===== src/rtl/fifo_rd_pkg.sv =====
// Shared types and sizing helpers for the FIFO drain-side stream adapter.
package fifo_rd_pkg;

  typedef enum logic [1:0] {
    IDLE    = 2'd0,
    POP     = 2'd1,
    CAPTURE = 2'd2
  } rd_state_t;

  localparam int BUF_DEPTH = 2;
  localparam int BUF_CNT_W = $clog2(BUF_DEPTH + 1);

  // Width of a counter spanning 0..burst_len-1; never narrower than one bit.
  function automatic int beat_cnt_w(input int burst_len);
    return (burst_len > 1) ? $clog2(burst_len) : 1;
  endfunction

endpackage


===== src/rtl/fifo_rd_skid.sv =====
// Two-entry word buffer between the FIFO read port and the stream output.
// The head entry is a register, so the output word is glitch-free and holds under backpressure.
module fifo_rd_skid
  import fifo_rd_pkg::*;
#(
  parameter int WORD_SIZE = 8
) (
  input  logic                 clk,
  input  logic                 reset_n,
  input  logic                 push,
  input  logic [WORD_SIZE-1:0] push_data,
  input  logic                 pop,
  output logic [BUF_CNT_W-1:0] count,
  output logic [WORD_SIZE-1:0] head_data
);

  logic [WORD_SIZE-1:0] tail_data;

  // NOTE: only two data entries, so clearing them on reset is cheap and keeps m_data at 0.
  always_ff @(posedge clk or negedge reset_n) begin
    if (!reset_n) begin
      count     <= '0;
      head_data <= '0;
      tail_data <= '0;
    end else begin
      // NOTE: non-blocking assignments let head/tail shift and refill in one edge without ordering hazards.
      case ({push, pop})
        2'b10: begin
          if (count == '0) head_data <= push_data;
          else             tail_data <= push_data;
          count <= count + 1'b1;
        end
        2'b01: begin
          head_data <= tail_data;
          count     <= count - 1'b1;
        end
        2'b11: begin
          // Simultaneous push and pop: occupancy is unchanged, order preserved.
          if (count == 2'd1) begin
            head_data <= push_data;
          end else begin
            head_data <= tail_data;
            tail_data <= push_data;
          end
        end
        default: ;
      endcase
    end
  end

endmodule


===== src/rtl/fifo_rd_stream.sv =====
// Drains a synchronous FIFO (registered read data, one-cycle-stale empty) into a valid/ready stream.
// Define FIFO_RD_LAST_EN to enable the burst beat counter driving m_last; otherwise m_last is tied 0.
module fifo_rd_stream
  import fifo_rd_pkg::*;
#(
  parameter int WORD_SIZE = 8,
  parameter int BURST_LEN = 4
) (
  input  logic                 clk,
  input  logic                 reset_n,
  input  logic                 fifo_empty,
  output logic                 fifo_rd_enb,
  input  logic [WORD_SIZE-1:0] fifo_data,
  output logic                 m_valid,
  input  logic                 m_ready,
  output logic [WORD_SIZE-1:0] m_data,
  output logic                 m_last,
  output logic                 busy
);

  if (BURST_LEN < 1) begin : g_burst_len_check
    $error("fifo_rd_stream: BURST_LEN must be >= 1");
  end

  rd_state_t            state, state_nxt;
  logic [BUF_CNT_W-1:0] buf_count;
  logic [BUF_CNT_W-1:0] occ_after;
  logic                 out_fire;
  logic                 pop_cond;

  assign m_valid   = (buf_count != '0);
  assign out_fire  = m_valid && m_ready;
  assign occ_after = buf_count - {{(BUF_CNT_W-1){1'b0}}, out_fire};
  // POP is the stale-empty cycle after a pop, so no new pop may be issued from it.
  assign pop_cond  = !fifo_empty && (state != POP) && (occ_after <= 2'd1);
  assign busy      = (state != IDLE) || m_valid;

  always_ff @(posedge clk or negedge reset_n) begin
    if (!reset_n) state <= IDLE;
    else          state <= state_nxt;
  end

  // NOTE: defaults first so every path assigns every output and no latch is inferred.
  always_comb begin
    state_nxt   = state;
    fifo_rd_enb = 1'b0;
    case (state)
      IDLE: begin
        if (pop_cond) begin
          fifo_rd_enb = 1'b1;
          state_nxt   = POP;
        end
      end
      POP: state_nxt = CAPTURE;
      CAPTURE: begin
        if (pop_cond) begin
          fifo_rd_enb = 1'b1;
          state_nxt   = POP;
        end else begin
          state_nxt = IDLE;
        end
      end
      default: state_nxt = IDLE;
    endcase
  end

  // fifo_data is valid during POP and lands in the buffer on the edge into CAPTURE.
  fifo_rd_skid #(
    .WORD_SIZE(WORD_SIZE)
  ) u_skid (
    .clk       (clk),
    .reset_n   (reset_n),
    .push      (state == POP),
    .push_data (fifo_data),
    .pop       (out_fire),
    .count     (buf_count),
    .head_data (m_data)
  );

`ifdef FIFO_RD_LAST_EN
  localparam int BEAT_W = beat_cnt_w(BURST_LEN);
  localparam logic [BEAT_W-1:0] BEAT_LAST = BEAT_W'(BURST_LEN - 1);

  logic [BEAT_W-1:0] beat_cnt;

  always_ff @(posedge clk or negedge reset_n) begin
    if (!reset_n) begin
      beat_cnt <= '0;
    end else if (out_fire) begin
      beat_cnt <= (beat_cnt == BEAT_LAST) ? '0 : beat_cnt + 1'b1;
    end
  end

  assign m_last = m_valid && (beat_cnt == BEAT_LAST);
`else
  assign m_last = 1'b0;
`endif

endmodule

===== config.mk =====
export PLATFORM = sky130hd
export DESIGN_NAME = fifo_rd_stream
export DESIGN_NICKNAME = d
export VERILOG_FILES = /design/src/rtl/fifo_rd_pkg.sv /design/src/rtl/fifo_rd_skid.sv /design/src/rtl/fifo_rd_stream.sv
export SDC_FILE = /design/constraint.sdc
export NUM_CORES = 1
export LEC_CHECK = 0
export BUFFER_PORTS_ARGS = -buffer_cell sky130_fd_sc_hd__buf_2
export CAP_MARGIN = 10
export CORE_MARGIN = 1
export CORE_UTILIZATION = 55
export CTS_BUF_LIST = sky130_fd_sc_hd__clkbuf_16
export CTS_CLUSTER_SIZE = 20
export DETAILED_ROUTE_END_ITERATION = 8
export PLACE_DENSITY = 0.8
export SKIP_CTS_REPAIR_TIMING = 1
export SYNTH_ARGS = -nofsm -noshare
export SYNTH_HDL_FRONTEND = slang
export SYNTH_SLANG_ARGS = --single-unit

===== constraint.sdc =====
create_clock -name clk -period 3 [get_ports clk]
set_input_delay 0.3 -clock clk [delete_from_list [all_inputs] [get_ports clk]]
set_output_delay 0.3 -clock clk [all_outputs]
set_load 0.01 [all_outputs]

==> results.cfg <==
[yosys]
yosysSeqAreaShare = 0.436
syn-instance-count = 106
synth_xor_area_frac = 0.0153
yosysWarnings = 0
synth_commonest_cells = dfrtp_1, nor2_1, a21oi_1, mux2_4, mux2i_1
yosysMostFrequentCell = dfrtp_1
synth_top_family_by_area = multiplexers
synth_top_area_cell = dfrtp_1
synth_edf_count = 0
syn_nets = 120
synth_fa_ha_area_frac = 0.0218
synthSimpleGateAreaFrac = 0.124
syn_avg_cell_area_um2 = 10.8
synth.area.top_cells = dfrtp_1, mux2_4, mux2i_1, nor2_1, o22a_1
async_flop_share = 1.00
ys_ff_latch = 20
synth.area.mux_share = 0.174
netlist_area_um2 = 1150
synth_flop_cell = dfrtp_1
yosysUniqueCellTypes = 25
synth_top_area_frac = 0.436
synth_compound_area_frac = 0.166

[global_route]
grt.met1_usage = 0.325
grt_pass1_vias = 794
use_met3 = 0.0340
use_met2 = 0.359
top_usage_layer = met2
antenna_found_initial = 0
grt_overflow = 0
grt_first_pass_wirelength_um = 3600
grt_max_degree = 21
grt_use_total = 0.230

[final_layout]
finalInstanceArea_um2 = 1340
syn_to_final_growth_pct = 17.1
antenna_cells = 0
drive_gt1_frac = 0.323
n_fill_cell = 170
nNetsFinal = 142

[die]
dieArea_um2 = 2270
core_um2 = 1960
rows = 16
die_w_um = 47.7
io_pins = 24
initial_core_util = 0.585
die_h_um = 47.7

[timing]
setup_tns_ps = 0
worst_slack_ps = 883
worst_slew_pin_slew_ps = 528
fmax_mhz = 472
hold_viol = 20
period_share = 0.706
maxSlewViolCount = 0
finClkSkew_ps = 3.36
rsz0062_at_grt = no
slew_headroom = 0.648
finalCriticalPeriod_ps = 2120
hold-worst-slack_ps = -10.4
setup-violations-final = 0

[critical_path]
critPathArrivalTime_ps = 1820
crit_fanout = 18
crit_path_max_incr_delay_ps = 380
cp_cell_sequence = inv_1 -> ha_1 -> nand2b_4 -> nor2_1 -> xnor2_1 -> nor3_1 -> buf_2
endpoint_kind = output pin
crit_start = u_skid.count[1]
reg2reg_slack_ps = 1170
reg2reg_from = u_skid.count[1]
setup.worst_path.class = flop to output pin
slowest_stage = dfrtp_1
required_ps = 2700
start_kind = flop

[routing]
num_vias = 848
drc_errors = 0
wirelength_um = 2220
initialDrtViolationCount = 15
viasPerCell = 5.51
dr.pass1.iters = 4
wl_per_cell_um = 14.4
ant_nets = 0

[place]
finalWeightedCongestion = 0.755
dpl_cell_area_um2 = 1240
port_buffers = 22
hpwl_um = 1500
place_ws_ps = 1200

[cts]
path_clk_slew_ps = 60
cts_buffer_depth = 2
h-tree-depth = 1
cts_buffers = 3
cts_sinks = 20
insertion_delay_ps = 250
cts_root_buffer = clkbuf_16
cts_tree = built

[status]
violations = hold timing
status = complete, but fails checks

[run]
drv_cap = 0

[power]
ir_worst_vdd_v = 0.000769
powerDensity_nw_per_um2 = 1260
p_leak_uw = 0.000649

[worst_hold_path]
hold_class = input pin to async pin
==> final cells by class <==
class                   count  area, um2  area share
multi-input cells          77        579       0.431
flip-flops and latches     20        500       0.372
repair buffers             22        110      0.0819
clock buffers               3       75.1      0.0559
well taps                  27       33.8      0.0251
clock inverters             1       30.0      0.0223
inverters                   4       15.0      0.0112
==> cell usage in the layout, fill, tap and decap left out, drive strengths merged <==
cell type and n:
a21oi 8, a22oi 1, and2b 1, buf 22, bufinv 1, clkbuf 3
conb 1, dfrtp 20, ha 2, inv 4, mux2 8, mux2i 8
nand2 3, nand2b 2, nor2 19, nor3 2, o211ai 2, o21a 1
o21ai 8, o22a 7, o31ai 1, or3 1, xnor2 2
==> cell families after synthesis <==
group / count (synthesis)
flip-flops: 20
other: 1
XOR/XNOR: 2
buffers and inverters: 9
AND/OR/NAND/NOR: 28
adder cells (fa/ha/maj): 2
AO/OA/AOI/OAI: 28
multiplexers: 16
==> report_power, final <==
group          internal [uW]  switching, uW
Clock                    264           97.2
Combinational            404            419
Sequential               414           94.4
==> per-stage QoR <==
step,util,std cells,total power [uW]
final,0.685,154,1690
after global routing,0.685,154,1810
after CTS,0.685,154,1710
after detailed placement,0.631,150,1330
after global placement,0.631,150,1300
after floorplan,-,106,1170
==> state kept, by name, indices dropped and copies added, names as in the netlist <==
register / count
u_skid.head_data: 8
u_skid.tail_data: 8
state: 2
u_skid.count: 2
==> worst paths after layout <==
check / to / cells after the start
setup reg to reg: u_skid.tail_data[3] / 5
hold reg to reg: u_skid.head_data[1] / 1
max in group asynchronous: u_skid.tail_data[3] / 1
hold / removal: u_skid.tail_data[6] / 1
min in group clk: state[0] / 2
setup / recovery: fifo_rd_enb / 7
==> worst max-delay path, delay by kind of cell, from the launching register on <==
kind | cells | cell delay [ps]
simple gates | 3 | 520
xor+xnor | 1 | 150
fa+ha+maj | 1 | 240
buf+inv | 2 | 280
flops | 1 | 380
==> per-layer routing <==
layer | vias to the layer above | routed length (um) | share of wire
met5 | - | 0 | 0
met4 | 0 | 7 | 0.0031
met3 | 2 | 61 | 0.027
met2 | 16 | 1110 | 0.50
met1 | 414 | 1040 | 0.47
li1 | 416 | - | -
Note: power is estimated with default switching activity, not from simulation.
